File: src/rtl/unidad_control_if.sv
// Instruction handshake and register-bank port bundle for unidad_control.
// The master side is the sequencer; the slave side is the bank/instruction source.
interface unidad_control_if #(
    parameter int DATA_W = 8
);
    logic [15:0]       instr;
    logic              instr_valid;
    logic              instr_ready;
    logic [2:0]        addr_rd1;
    logic [2:0]        addr_rd2;
    logic [DATA_W-1:0] dout1;
    logic [DATA_W-1:0] dout2;
    logic              we;
    logic [2:0]        addr_wr;
    logic [DATA_W-1:0] din;
    logic              flag_z;
    logic              flag_c;
    logic              done;
    logic              err;
    logic              halted;

    modport master (
        input  instr,
        input  instr_valid,
        output instr_ready,
        output addr_rd1,
        output addr_rd2,
        input  dout1,
        input  dout2,
        output we,
        output addr_wr,
        output din,
        output flag_z,
        output flag_c,
        output done,
        output err,
        output halted
    );

    modport slave (
        output instr,
        output instr_valid,
        input  instr_ready,
        input  addr_rd1,
        input  addr_rd2,
        output dout1,
        output dout2,
        input  we,
        input  addr_wr,
        input  din,
        input  flag_z,
        input  flag_c,
        input  done,
        input  err,
        input  halted
    );
endinterface

File: src/rtl/unidad_control.sv
// Multicycle execute sequencer feeding an 8x8 register bank (IDLE->READ->EXEC->WB).
// Optional build macro HALT_ON_ILLEGAL_EN parks the FSM in HALT after an illegal opcode.
//
// state | meaning
// IDLE  | instr_ready high, waiting for instr_valid
// READ  | bank read addresses driven from latched instruction, operands captured
// EXEC  | ALU result and flags registered
// WB    | done pulse; write port active for opcodes 1-9, err for illegal
// HALT  | (HALT_ON_ILLEGAL_EN only) stuck until rst
module unidad_control #(
    parameter int DATA_W = 8
) (
    input  logic              clk,
    input  logic              rst,
    unidad_control_if.master  bus
);

    localparam logic [2:0] S_IDLE = 3'd0;
    localparam logic [2:0] S_READ = 3'd1;
    localparam logic [2:0] S_EXEC = 3'd2;
    localparam logic [2:0] S_WB   = 3'd3;
`ifdef HALT_ON_ILLEGAL_EN
    localparam logic [2:0] S_HALT = 3'd4;
`endif

    localparam logic [3:0] OP_NOP = 4'd0;
    localparam logic [3:0] OP_ADD = 4'd1;
    localparam logic [3:0] OP_SUB = 4'd2;
    localparam logic [3:0] OP_AND = 4'd3;
    localparam logic [3:0] OP_OR  = 4'd4;
    localparam logic [3:0] OP_XOR = 4'd5;
    localparam logic [3:0] OP_SHL = 4'd6;
    localparam logic [3:0] OP_SHR = 4'd7;
    localparam logic [3:0] OP_LDI = 4'd8;
    localparam logic [3:0] OP_MOV = 4'd9;

    logic [2:0]        state;
    logic [2:0]        state_nxt;
    logic [15:0]       ir;
    logic [DATA_W-1:0] op_a;
    logic [DATA_W-1:0] op_b;
    logic [DATA_W-1:0] result;
    logic              fz;
    logic              fc;

    logic [3:0]        op;
    logic              illegal;
    logic              writes_rd;
    logic              flag_upd;
    logic [DATA_W-1:0] imm_ext;
    logic [DATA_W:0]   alu_full;
    logic              alu_c;
    logic [DATA_W-1:0] alu_res;

    assign op        = ir[15:12];
    assign illegal   = (op > OP_MOV);
    assign writes_rd = (op != OP_NOP) && !illegal;
    assign flag_upd  = (op >= OP_ADD) && (op <= OP_SHR);
    assign imm_ext   = DATA_W'(ir[7:0]);

    // One extra bit on the adder/subtractor gives carry and borrow for free.
    always_comb begin
        alu_full = '0;
        alu_c    = 1'b0;
        case (op)
            OP_ADD: begin
                alu_full = {1'b0, op_a} + {1'b0, op_b};
                alu_c    = alu_full[DATA_W];
            end
            OP_SUB: begin
                alu_full = {1'b0, op_a} - {1'b0, op_b};
                alu_c    = alu_full[DATA_W];
            end
            OP_AND: alu_full = {1'b0, op_a & op_b};
            OP_OR:  alu_full = {1'b0, op_a | op_b};
            OP_XOR: alu_full = {1'b0, op_a ^ op_b};
            OP_SHL: begin
                alu_full = {op_a, 1'b0};
                alu_c    = op_a[DATA_W-1];
            end
            OP_SHR: begin
                alu_full = {2'b00, op_a[DATA_W-1:1]};
                alu_c    = op_a[0];
            end
            OP_LDI: alu_full = {1'b0, imm_ext};
            OP_MOV: alu_full = {1'b0, op_a};
            default: alu_full = '0;
        endcase
    end

    assign alu_res = alu_full[DATA_W-1:0];

    always_comb begin
        state_nxt = state;
        case (state)
            S_IDLE: if (bus.instr_valid) state_nxt = S_READ;
            S_READ: state_nxt = S_EXEC;
            S_EXEC: state_nxt = S_WB;
`ifdef HALT_ON_ILLEGAL_EN
            S_WB:   state_nxt = illegal ? S_HALT : S_IDLE;
            S_HALT: state_nxt = S_HALT;
`else
            S_WB:   state_nxt = S_IDLE;
`endif
            default: state_nxt = S_IDLE;
        endcase
    end

    always_ff @(posedge clk) begin
        if (rst) begin
            state  <= S_IDLE;
            ir     <= '0;
            op_a   <= '0;
            op_b   <= '0;
            result <= '0;
            fz     <= 1'b0;
            fc     <= 1'b0;
        end else begin
            state <= state_nxt;
            if (state == S_IDLE && bus.instr_valid)
                ir <= bus.instr;
            if (state == S_READ) begin
                op_a <= bus.dout1;
                op_b <= bus.dout2;
            end
            if (state == S_EXEC) begin
                result <= alu_res;
                if (flag_upd) begin
                    fz <= (alu_res == '0);
                    fc <= alu_c;
                end
            end
        end
    end

    // Addresses follow the latched instruction; it clears to NOP so they reset to 0.
    assign bus.instr_ready = (state == S_IDLE);
    assign bus.addr_rd1    = ir[8:6];
    assign bus.addr_rd2    = ir[5:3];
    assign bus.addr_wr     = ir[11:9];
    assign bus.din         = result;
    assign bus.we          = (state == S_WB) && writes_rd;
    assign bus.done        = (state == S_WB);
    assign bus.err         = (state == S_WB) && illegal;
    assign bus.flag_z      = fz;
    assign bus.flag_c      = fc;
`ifdef HALT_ON_ILLEGAL_EN
    assign bus.halted      = (state == S_HALT);
`else
    assign bus.halted      = 1'b0;
`endif

endmodule

File: src/flat_wrapper.sv
// flat-port wrapper written by rule: the top's interface ports become plain ports
module unidad_control_flat 
#(
    parameter int DATA_W = 8
)
  (clk, rst, bus_instr, bus_instr_valid, bus_instr_ready, bus_addr_rd1, bus_addr_rd2, bus_dout1, bus_dout2, bus_we, bus_addr_wr, bus_din, bus_flag_z, bus_flag_c, bus_done, bus_err, bus_halted);
  unidad_control_if #(.DATA_W(DATA_W)) bus_i ();
  input  logic clk;
  input  logic rst;
  input wire logic [$bits(bus_i.instr)-1:0] bus_instr;
  input wire logic [$bits(bus_i.instr_valid)-1:0] bus_instr_valid;
  output wire logic [$bits(bus_i.instr_ready)-1:0] bus_instr_ready;
  output wire logic [$bits(bus_i.addr_rd1)-1:0] bus_addr_rd1;
  output wire logic [$bits(bus_i.addr_rd2)-1:0] bus_addr_rd2;
  input wire logic [$bits(bus_i.dout1)-1:0] bus_dout1;
  input wire logic [$bits(bus_i.dout2)-1:0] bus_dout2;
  output wire logic [$bits(bus_i.we)-1:0] bus_we;
  output wire logic [$bits(bus_i.addr_wr)-1:0] bus_addr_wr;
  output wire logic [$bits(bus_i.din)-1:0] bus_din;
  output wire logic [$bits(bus_i.flag_z)-1:0] bus_flag_z;
  output wire logic [$bits(bus_i.flag_c)-1:0] bus_flag_c;
  output wire logic [$bits(bus_i.done)-1:0] bus_done;
  output wire logic [$bits(bus_i.err)-1:0] bus_err;
  output wire logic [$bits(bus_i.halted)-1:0] bus_halted;
  assign bus_i.instr = bus_instr;
  assign bus_i.instr_valid = bus_instr_valid;
  assign bus_instr_ready = bus_i.instr_ready;
  assign bus_addr_rd1 = bus_i.addr_rd1;
  assign bus_addr_rd2 = bus_i.addr_rd2;
  assign bus_i.dout1 = bus_dout1;
  assign bus_i.dout2 = bus_dout2;
  assign bus_we = bus_i.we;
  assign bus_addr_wr = bus_i.addr_wr;
  assign bus_din = bus_i.din;
  assign bus_flag_z = bus_i.flag_z;
  assign bus_flag_c = bus_i.flag_c;
  assign bus_done = bus_i.done;
  assign bus_err = bus_i.err;
  assign bus_halted = bus_i.halted;
  unidad_control #(.DATA_W(DATA_W)) u_core (.clk(clk), .rst(rst), .bus(bus_i));
endmodule
File: config.mk
export PLATFORM = sky130hd
export DESIGN_NAME = unidad_control_flat
export DESIGN_NICKNAME = d
export VERILOG_FILES = /design/src/rtl/unidad_control_if.sv /design/src/rtl/unidad_control.sv /design/src/flat_wrapper.sv
export SDC_FILE = /design/constraint.sdc
export NUM_CORES = 1
export LEC_CHECK = 0
export BUFFER_PORTS_ARGS = -buffer_cell sky130_fd_sc_hd__buf_2
export CAP_MARGIN = 20
export CORE_MARGIN = 2
export CORE_UTILIZATION = 45
export CTS_CLUSTER_DIAMETER = 200
export DETAILED_ROUTE_END_ITERATION = 10
export PLACE_DENSITY = 0.65
export SKIP_LAST_GASP = 1
export SLEW_MARGIN = 20
export SYNTH_ARGS = -nofsm -noshare
export SYNTH_HDL_FRONTEND = slang
export SYNTH_SLANG_ARGS = --single-unit
File: constraint.sdc
create_clock -name clk -period 7.25 [get_ports clk]
set_input_delay 1.0875 -clock clk [delete_from_list [all_inputs] [get_ports clk]]
set_output_delay 1.0875 -clock clk [all_outputs]
set_load 0.05 [all_outputs]
Word level (Yosys, flattened, before mapping)
Index checks and enable logic that the tools add are counted.
- logic and storage cells: 42
- output and inout bits: 24
- input port bits: 35
- flip-flop bits (word level): 45
- add/sub/neg operators: 2
- equality and inequality tests: 13
- bitwise logic cells: 3
- magnitude comparators: 3
- reduce and logical (&&, ||, !) cells: 10
- mux-type cells: 4
- operator list (kind ; count):
    $pmux 8 s9 ; 1
    $eq 4x3->1 const B ; 4
    $add 8x8->9 ; 1
    $pmux 3 s3 ; 1
    $sub 8x8->9 ; 1
    $and 8x8->8 ; 1
    $eq 4x2->1 const B ; 2
    $eq 4x4->1 const B ; 2
    $logic_not 8->1 ; 1
    $or 8x8->8 ; 1
    $xor 8x8->8 ; 1
    $eq 3x2->1 const B ; 2
    $logic_and 1x1->1 ; 5
    $eq 4x1->1 const B ; 1
    $ge 4x1->1 const B ; 1
    $gt 4x4->1 const B ; 1
    $le 4x3->1 const B ; 1
    $pmux 1 s4 ; 1
    $reduce_bool 4->1 ; 1
    $eq 3x1->1 const B ; 1
    $logic_not 3->1 ; 1
    $mux 3 ; 1
    $ne 2x2->1 const B ; 1
    $reduce_and 2->1 ; 1
    $logic_not 1->1 ; 1

Longest topological paths before layout
Gate-level depths: netlist of run 1.
- depth after elaboration: 4
- mapped depth: 10
- gate-level depth less buffers: 10

Worst setup path before layout of run 1
No wires, ideal clock.
- path kind: reg2out
- start: reg u_core.ir[13]
- end: out bus_we
- arrival time: 1837 ps
- buffers on the path: 4
- required time: 6162 ps
- cell stages (with the launch flop): 8
- setup slack: 4325 ps
- cell sequence: dfxtp_1 > buf_6 > buf_2 > buf_2 > buf_2 > o21ai_0 > nand2_1 > nor2_1
- cells in the longest elaborated chain, start to end: 4
- elaborated cells on any way between the ends: 5
- classes of those cells: 1 x order compare; 4 x reduce/logical
- ends and longest elaborated chain (item ; RTL line ; text):
    start: declaration ; unidad_control.sv:39 ; logic [15:0] ir;
    start signal: assignment ; unidad_control.sv:121 ; ir <= bus.instr;
    $gt 4x4->1 ; unidad_control.sv:56 ; assign illegal = (op > OP_MOV);
    $logic_not 1->1 ; unidad_control.sv:57 ; assign writes_rd = (op != OP_NOP) && !illegal;
    $logic_and 1x1->1 * ; unidad_control.sv:57 ;
    $logic_and 1x1->1 * ; unidad_control.sv:142 ; assign bus.we = (state == S_WB) && writes_rd;
    end: declaration ; flat_wrapper.sv:17 ; output wire logic [$bits(bus_i.we)-1:0] bus_we;
Mark *: on every way between the ends. The rest lies on a longest branch, timed or not.

Worst setup path in the final report of run 1
- start: reg u_core.ir[15]
- end: out bus_err
- cells in the longest elaborated chain, start to end: 2
- ends and longest elaborated chain (item ; RTL line ; text):
    $gt 4x4->1 ; unidad_control.sv:56 ;
    $logic_and 1x1->1 ; unidad_control.sv:144 ; assign bus.err = (state == S_WB) && illegal;
    end: declaration ; flat_wrapper.sv:23 ; output wire logic [$bits(bus_i.err)-1:0] bus_err;
Every way passes these cells.

==> results of run 1 <==
[kinds of logic after synthesis]
logic type	count (synthesis)	share of synthesized area, %
AO/OA/AOI/OAI	105	21.99
AND/OR/NAND/NOR	139	20.70
other	1	0.1136
XOR/XNOR	4	1.061
flip-flops	44	26.69
buffers and inverters	66	9.628
multiplexers	25	7.619
adder cells (fa/ha/maj)	31	12.21
[critical path, delay by kind of cell (launching register included)]
| family | cells | cell delay (ns) |
|---|---|---|
| flip-flops | 1 | 0.86 |
| AO/OA/AOI/OAI | 1 | 0.27 |
| buffers and inverters | 1 | 0.27 |
| AND/OR/NAND/NOR | 1 | 0.14 |
[where the power goes]
part / internal, W / switching, W
registers: 0.000266 / 0.0000394
logic: 0.000108 / 0.000191
clock network: 0.000104 / 0.0000890
[final timing paths]
check                                          to      startpoint  slack, ns
worst max-delay path                      bus_err   u_core.ir[15]       4.32
worst min-delay path                 u_core.ir[8]    u_core.ir[8]       0.46
worst max register to register  u_core.bus.flag_z  u_core.op_a[3]       4.41
worst min register to register       u_core.ir[8]    u_core.ir[8]       0.46
[area by class of cell]
cell class	count	area, um2	area share [%]
Multi-Input combinational cell	305	2102	58.15
Sequential cell	44	883.3	24.44
Timing Repair Buffer	57	285.3	7.892
Tap cell	99	123.9	3.427
Inverter	28	105.1	2.908
Clock buffer	5	68.82	1.904
Clock inverter	3	46.29	1.281
[flip-flops by register name (all words and copies together) (netlist names)]
signal	flops
u_core.op_a	8
u_core.bus.flag_c	1
u_core.bus.din	8
u_core.state	2
u_core.ir	16
u_core.bus.flag_z	1
u_core.op_b	8
[synth_stat cells (7+ instances only)]
| library cell | n | area, um2 |
|---|---|---|
| dfxtp_1 | 44 | 880.8 |
| nand2_1 | 42 | 157.7 |
| nor2_1 | 42 | 157.7 |
| ha_1 | 29 | 362.9 |
| a21oi_1 | 28 | 140.1 |
| inv_1 | 28 | 105.1 |
| mux2i_1 | 24 | 240.2 |
| o21ai_0 | 14 | 70.07 |
| clkbuf_1 | 13 | 48.80 |
| a211oi_1 | 12 | 90.09 |
| buf_2 | 11 | 55.05 |
| buf_4 | 11 | 82.58 |
| nor2b_1 | 8 | 50.05 |
| nand3_1 | 7 | 35.03 |
| nand3b_1 | 7 | 52.55 |
| o211ai_1 | 7 | 52.55 |
[metrics by stage]
stage	cells	hold slack (ns)	utilization, %
global placement	533	0.4416	48.74
finish	541	0.4633	50.37
global route	541	0.4826	50.37
detailed placement	533	0.4477	48.74
CTS	541	0.4625	50.34
floorplan	415	0.4357	-
[layer usage]
layer / share of wire [%] / track usage (%)
met5: 0 / 0
met1: 47 / 31.20
met3: 4.8 / 3.839
met2: 46 / 36.83
met4: 2.2 / 8.277
==> impl_metrics.toml, run 1 <==
[sta]
hold_violations = 0
setup_viol = 0
period_share_pct = 40.47
worst_pin_slew_ns = 0.9878
fmax_mhz = 340.8
fin_skew_ns = 0.007342
slew_headroom_pct = 34.15
drv_slew = 0
worst_slack_ns = 4.316
period_minus_slack_ns = 2.934
setup-tns-final_ns = 0
rsz0062_at_grt = "false"

[synthesis]
syn_avg_cell_area_um2 = 7.953
syn_area_um2 = 3301
synth_flop_cell = "dfxtp_1"
synth_enable_flop_cells = 0
yosysWarnings = 0
synth_cell_types = 60
ys_ff_latch = 44
async_reset_ff_share_pct = 0
ys_seq_area_share_pct = 26.69
synthCells = 415
syn-num-nets = 481

[layout]
diodes = 0
drive_above_1_share_pct = 17.19
area_delta_synth_final_pct = 9.515
final_area_um2 = 3615
layout_commonest_cell = "buf_2"
final_nets = 507
mostFrequentLayoutCells = "57 x buf_2, 42 x nand2_1, 42 x nor2_1, 42 x dfxtp_1, 29 x ha_1"
fillers = 728

[worst_setup_path]
cp.arrival_ns = 1.85
worstPathRequired_ns = 6.16
startpoint_type = "flop"
rr_worst_depth = 9
worstSetupPathType = "reg -> out"
crit_fanout = 25
cp_slowest_stage_delay_ns = 0.86
path_cells = "o21ai_0, nor2_1, buf_2"
cp-end-kind = "output pin"
slowest_stage = "dfxtp_1"

[clock_tree]
clkLatencyLatePin_ns = 0.30
post_cts_resized = 0
postCtsHoldBufs = 0
cts_setup_buffers = 0
numCtsBuffers = 5
clock_path_buffers = 2
htreeDepth = 2
cts_tree = "yes"
path_clk_slew_ns = 0.09
numClockSinks = 44
root_buffer = "clkbuf_8"

[flow_run]
cap_violations = 0

[worst_hold_path]
hp-class = "reg -> reg"
hold_path_depth = 2

[power_and_ir_drop]
p_total_w = 0.0007973
p_leak_nw = 1.414
power_density_nw_per_um2 = 220.6
vdd_drop_max_uv = 122.9

[die]
dieWidth_um = 89.65
placementRows = 31
start_util_pct = 46.00
dieArea_um2 = 8036
core_um2 = 7176
io_pins = 59
die_h_um = 89.65

[routing]
post_drt_wl_per_cell_um = 16.51
post-route-drc-count = 0
viasPerCell = 5.558
final_antenna_net_count = 0
vias = 3007
drtPass1Iterations = 5
drt_iter0_markers = 186
finalWirelength_um = 8930

[placed_design]
place_congestion = 0.9931
place_ws_ns = 4.205
dpl.hpwl_um = 6745
io_buffers = 57
place_area_um2 = 3497

[global_route]
grt_pass1_vias = 2744
overflow = 0
track_usage_pct = 23.00
grt_max_degree = 45
grt_antenna_before_repair = 0
grt_pass1_wl_um = 14100

[status]
status = "complete, no violations"
Power figures use the tool's default switching activity.
==> run 2, diff against run 1 <==
--- a/config.mk
+++ b/config.mk
@@ -11,7 +11,7 @@
 export CORE_UTILIZATION = 45
 export CTS_CLUSTER_DIAMETER = 200
 export DETAILED_ROUTE_END_ITERATION = 10
-export PLACE_DENSITY = 0.65
+export PLACE_DENSITY = 0.67
 export SKIP_LAST_GASP = 1
 export SLEW_MARGIN = 20
 export SYNTH_ARGS = -nofsm -noshare
==> constraint.sdc (replaced) <==
create_clock -name clk -period 2.4 [get_ports clk]
set_input_delay 0.36 -clock clk [delete_from_list [all_inputs] [get_ports clk]]
set_output_delay 0.36 -clock clk [all_outputs]
set_load 0.05 [all_outputs]
==> run 2 against run 1 <==
Sequential cell count is the same. Wire length up 6.7%. Utilization increased by 7.2 points. Total power grew to 3.1 times the previous value. Sequential share of layout area decreased by 2.9 points. First-iteration DRC count is 5.4% lower.
==> impl_metrics.toml, run 2 (synthesis results as in run 1) <==
[status]
status = "complete, no violations"

[placed_design]
numPlacedInstances = 591
place_ws_ns = -0.1478
dpl.hpwl_um = 7446
place_congestion = 0.9412
io_buffers = 57

[worst_setup_path]
worstPathRequired_ns = 2.65
worstSetupPathType = "reg -> reg"
cp-end-kind = "flop"
cp_slowest_stage_delay_ns = 0.38
startpoint_type = "flop"
cpLargestDelayFamily = "compound AO/OA/AOI/OAI gates"
crit_fanout = 3
path_cells = "ha_1, fa_2, a211oi_2, nor2_1, a221oi_2, o211ai_2, nor4_2, and3_1, a32o_1"
cp_num_buf_inv = 0
slowest_stage = "fa_2"
cp.arrival_ns = 2.63

[clock_tree]
numClockSinks = 44
numCtsBuffers = 5
clock_path_buffers = 2
cts_tree = "yes"
path_clk_slew_ns = 0.09
clkLatencyLatePin_ns = 0.30
htreeDepth = 2
root_buffer = "clkbuf_8"

[sta]
worst_slack_ns = 0.02395
drv_slew = 0
period_share_pct = 99.00
setup_viol = 0
slew_headroom_pct = 61.51
setup-tns-final_ns = 0
fmax_mhz = 420.9
hold_violations = 0
fin_skew_ns = 0.007537
hold_ws_ns = 0.2863
period_minus_slack_ns = 2.376
rsz0062_at_grt = "true"
worst_pin_slew_ns = 0.5773

[power_and_ir_drop]
combPwrFrac_pct = 46.0
power_density_nw_per_um2 = 602.8
clockPowerShare_pct = 18.7
p_sw_w = 0.0009971
vdd_drop_max_uv = 303.2
pwr-share-seq_pct = 35.3
p_int_w = 0.001492
p_sw_share_pct = 40.06
p_leak_nw = 1.724

[layout]
drive_above_1_share_pct = 30.48
stdcell_count = 601
largest_reg_flops = 16
final_nets = 567
diodes = 0
mostFrequentLayoutCells = "60 x buf_4, 57 x buf_2, 42 x nand2_1, 42 x nor2_1, 39 x dfxtp_1"
area_delta_synth_final_pct = 25.09
layout_commonest_cell = "buf_4"
regMostFlops = "u_core.ir"

[die]
die_h_um = 89.65
core_um2 = 7176
start_util_pct = 46.00
io_pins = 59
dieArea_um2 = 8036
placementRows = 31
dieWidth_um = 89.65

[global_route]
track_usage_pct = 24.73
grt.busiest_layer = "met2"
met1_usage_pct = 33.31
use_met2_pct = 40.98
grt_pass1_wl_um = 15320
use_met3_pct = 3.565
grt_antenna_before_repair = 0
grt_pass1_vias = 3097
grt_max_degree = 44
overflow = 0

[routing]
post-route-drc-count = 0
viasPerCell = 5.414
drt_iter0_markers = 176
post_drt_wl_per_cell_um = 15.86
final_antenna_net_count = 0
finalWirelength_um = 9529
drtPass1Iterations = 4
vias = 3254

[worst_hold_path]
hp-class = "in -> reg"

[flow_run]
cap_violations = 0
[run 2: changes by cell type in the layout (fill, tap and decap cells not counted), sizes merged]
cell	change
inv	-1
buf	+60
bufinv	-1
clkinv	+1
clkbuf	+2
clkinvlp	-1
[run 2: worst paths after layout]
path	to	from	cells after the start	slack (ns)
hold / removal	u_core.ir[5]	bus_instr[5]	3	0.29
hold reg to reg	u_core.ir[9]	u_core.ir[9]	2	0.46
setup / recovery	u_core.bus.flag_z	u_core.op_b[0]	9	0.02
setup reg to reg	u_core.bus.flag_z	u_core.op_b[0]	9	0.02
[run 2: area by class of cell]
class	instances	area [um2]
inverter	28	105.1
multi-input combinational	305	2190
timing repair buffer	117	735.7
clock inverter	1	8.758
tap	99	123.9
sequential	44	889.6
fill	695	3047
clock buffer	7	76.32
[run 2: power by group through the flow]
| stage | logic [W] | registers, W | clock network (W) |
|---|---|---|---|
| finish | 0.00115 | 0.000879 | 0.000465 |
| global route | 0.00125 | 0.000891 | 0.000509 |
| CTS | 0.00113 | 0.000878 | 0.000478 |
| detailed placement | 0.00110 | 0.000893 | 0 |
| global placement | 0.00109 | 0.000889 | 0 |
| floorplan | 0.000698 | 0.000928 | 0 |
[run 2: timing repair]
item / in CTS / in global routing
pin swaps: 5 / 3
buffers inserted: 2 / 0
endpoints found under the setup margin: 2 / 5
resized for setup: 14 / 9
hold buffers: 0 / 0
[run 2: metal layers]
layer	wire length, um	vias to the layer above
met3	407	13
met2	4600	86
met5	0	-
met1	4348	1530
met4	172	0
li1	-	1625
[run 2: worst min-delay path, cell delays in order]
cell and delay (ns):
buf_2 0.09, nand2_1 0.04, a21oi_1 0.05
[run 2: per-stage QoR]
| step | util [%] | total power [W] | instance area [um2] |
|---|---|---|---|
| floorplan | - | 0.001626 | 3301 |
| global placement | 54.80 | 0.001976 | 3933 |
| detailed placement | 54.80 | 0.001990 | 3933 |
| CTS | 57.02 | 0.002481 | 4091 |
| global route | 57.54 | 0.002652 | 4129 |
| finish | 57.54 | 0.002489 | 4129 |
==> run 3, diff against run 2 <==
--- a/config.mk
+++ b/config.mk
@@ -5,8 +5,10 @@
 export SDC_FILE = /design/constraint.sdc
 export NUM_CORES = 1
 export LEC_CHECK = 0
+export ABC_AREA = 1
 export BUFFER_PORTS_ARGS = -buffer_cell sky130_fd_sc_hd__buf_2
 export CAP_MARGIN = 20
+export CORE_ASPECT_RATIO = 1.1
 export CORE_MARGIN = 2
 export CORE_UTILIZATION = 45
 export CTS_CLUSTER_DIAMETER = 200
==> run 3 against run 2 <==
Synthesized cell count grew 25%. Setup slack better by 0.16 ns. Sequential power increased by 32%. Critical endpoint is now u_core.bus.flag_c.
==> impl_metrics.toml, run 3 <==
[layout]
mostFrequentLayoutCells = "143 x nand2_1, 80 x nor2_1, 73 x inv_1"
regMostFlops = "u_core.ir"
drive_above_1_share_pct = 14.39
area_delta_synth_final_pct = 13.07
final_area_um2 = 3649
largest_reg_flops = 16
layout_commonest_cell = "nand2_1"
final_nets = 628
diodes = 0

[clock_tree]
clock_path_buffers = 2
cts_tree = "yes"
htreeDepth = 2
numCtsBuffers = 5
root_buffer = "clkbuf_8"
postCtsHoldBufs = 0
clkLatencyLatePin_ns = 0.31
path_clk_slew_ns = 0.10
numClockSinks = 44

[synthesis]
synth_flop_cell = "dfxtp_1"
synth_enable_flop_cells = 0
synth_cell_types = 24
synth_most_common_cell = "nand2_1"
ys_ff_latch = 44
yosys.area.top_type = "dfxtp_1"
yosysWarnings = 0
synthCells = 517
ys_seq_area_share_pct = 27.30
syn_avg_cell_area_um2 = 6.241
syn_area_um2 = 3227
synth_commonest_cells = "143 x nand2_1, 80 x nor2_1, 74 x inv_1, 44 x dfxtp_1, 38 x nand3_1"
syn-num-nets = 583
synthTopCellsByArea = "dfxtp_1 27%, nand2_1 17%, ha_1 11%, nor2_1 9.3%, inv_1 8.6%"
async_reset_ff_share_pct = 0
yosysTopAreaCellShare_pct = 27.30

[global_route]
grt_max_degree = 36
grt_antenna_before_repair = 0
grt_pass1_wl_um = 15080
grt_pass1_vias = 3185
overflow = 0
track_usage_pct = 23.98

[routing]
post-route-drc-count = 0
post_drt_wl_per_cell_um = 13.95
vias = 3350
viasPerCell = 5.170
drtPass1Iterations = 5
finalWirelength_um = 9042
final_antenna_net_count = 0
drt_iter0_markers = 256

[sta]
drv_slew = 0
worst_pin_slew_ns = 0.7166
rsz0062_at_grt = "false"
slew_headroom_pct = 52.05
setup_viol = 0
fin_skew_ns = 0.01512
hold_violations = 0
period_minus_slack_ns = 2.217
setup-tns-final_ns = 0
period_share_pct = 92.36
fmax_mhz = 451.1

[die]
dieArea_um2 = 7865
core_um2 = 6967
start_util_pct = 46.32
dieWidth_um = 84.74
die_h_um = 92.82
io_pins = 59
placementRows = 32

[placed_design]
dpl.hpwl_um = 6990
place_congestion = 1.006
io_buffers = 57
place_area_um2 = 3528

[worst_setup_path]
worstPathRequired_ns = 2.56
startpoint_type = "flop"
cp-end-kind = "flop"
cp_num_buf_inv = 2
cp.arrival_ns = 2.38
crit_fanout = 5
cpLargestDelayFamily = "adder cells"
slowest_stage = "fa_1"
worstSetupPathType = "reg -> reg"
path_cells = "inv_2, ha_1, fa_1, inv_1, nand4_1, nand3_1, a21oi_1, o21ai_0, nand2_1, o21ai_0, a21oi_1"
cp_slowest_stage_delay_ns = 0.41

[power_and_ir_drop]
combPwrFrac_pct = 63.7
clockPowerShare_pct = 11.2
p_sw_share_pct = 54.10
pwr-share-seq_pct = 25.1
vdd_drop_max_uv = 642.4
p_total_w = 0.004631
power_density_nw_per_um2 = 1269
p_sw_w = 0.002505
p_leak_nw = 1.893
p_int_w = 0.002126

[flow_run]
cap_violations = 0

[status]
status = "complete, no violations"

[worst_hold_path]
hp-class = "in -> reg"
[run 3: changes by cell type after synthesis, sizes merged, moves of 7 or more]
cell	previous run	this run
nand4	0	9
mux2i	24	0
a211oi	12	22
nand3b	7	0
nor2	42	81
nand2	42	143
buf	25	14
nor2b	8	0
nand3	7	38
inv	28	76
[run 3: path summary, 6_finish.rpt]
| path | from | slack, ns | cells past startpoint | end |
|---|---|---|---|---|
| hold reg to reg | u_core.bus.din[5] | 0.47 | 2 | u_core.bus.din[5] |
| hold / removal | bus_instr[4] | 0.29 | 3 | u_core.ir[4] |
| setup reg to reg | u_core.op_a[0] | 0.18 | 11 | u_core.bus.flag_c |
| setup / recovery | u_core.op_a[0] | 0.18 | 11 | u_core.bus.flag_c |
[run 3: metal layers]
metal	vias to the layer above	part of all wire, %	track usage, %	routed length [um]
li1	1713	-	-	-
met2	121	47	41.01	4293
met3	27	5.2	4.189	471
met5	-	0	0	0
met1	1489	44	30.01	4012
met4	0	2.9	8.995	264
[run 3: repair_timing]
item                       in CTS  in global routing
gates resized for setup         0                  6
setup endpoints to repair       0                  1
buffers inserted                0                  1
[run 3: logic make-up (layout without fill, tap and decap cells)]
kind of cell,after synthesis,after routing,share of synthesized area (%)
and+or+nand+nor,276,276,34.63
buffers and inverters,102,148,13.18
AOI/OAI and AO/OA,63,63,12.29
DFF,44,44,27.30
adders and majority gates,31,31,12.49
other,1,1,0.1162
[run 3: final cells by class]
class	count	area (um2)
clock buffer	7	86.33
multi-input combinational	371	1943
timing repair buffer	64	337.8
clock inverter	1	7.507
tap	85	106.4
inverter	76	285.3
sequential	44	882.1
fill	715	3318
[run 3: worst register-to-register path, cell delays in order, from the launching register on]
cell	delay, ns
dfxtp_1	0.38
inv_2	0.09
ha_1	0.22
fa_1	0.41
inv_1	0.10
nand4_1	0.15
nand3_1	0.15
a21oi_1	0.08
o21ai_0	0.14
nand2_1	0.09
o21ai_0	0.19
a21oi_1	0.08
[run 3: metrics by stage]
stage               util, %  setup WS (ns)  hold slack (ns)  cells
global placement      50.65         0.1280           0.4497    639
finish                52.37         0.1834           0.2860    648
floorplan                 -         0.3754           0.4454    517
CTS                   51.99         0.1344           0.2873    647
detailed placement    50.65         0.1680           0.4570    639
global route          52.37       0.007272           0.2909    648
[run 3: power by group through the flow]
stage                     sequential [W]  clock [W]  combinational (W)
after CTS                        0.00116   0.000525            0.00286
after detailed placement         0.00117          0            0.00286
after floorplan                  0.00131          0            0.00206
after global routing             0.00120   0.000553            0.00330
final                            0.00116   0.000519            0.00295
after global placement           0.00116          0            0.00285
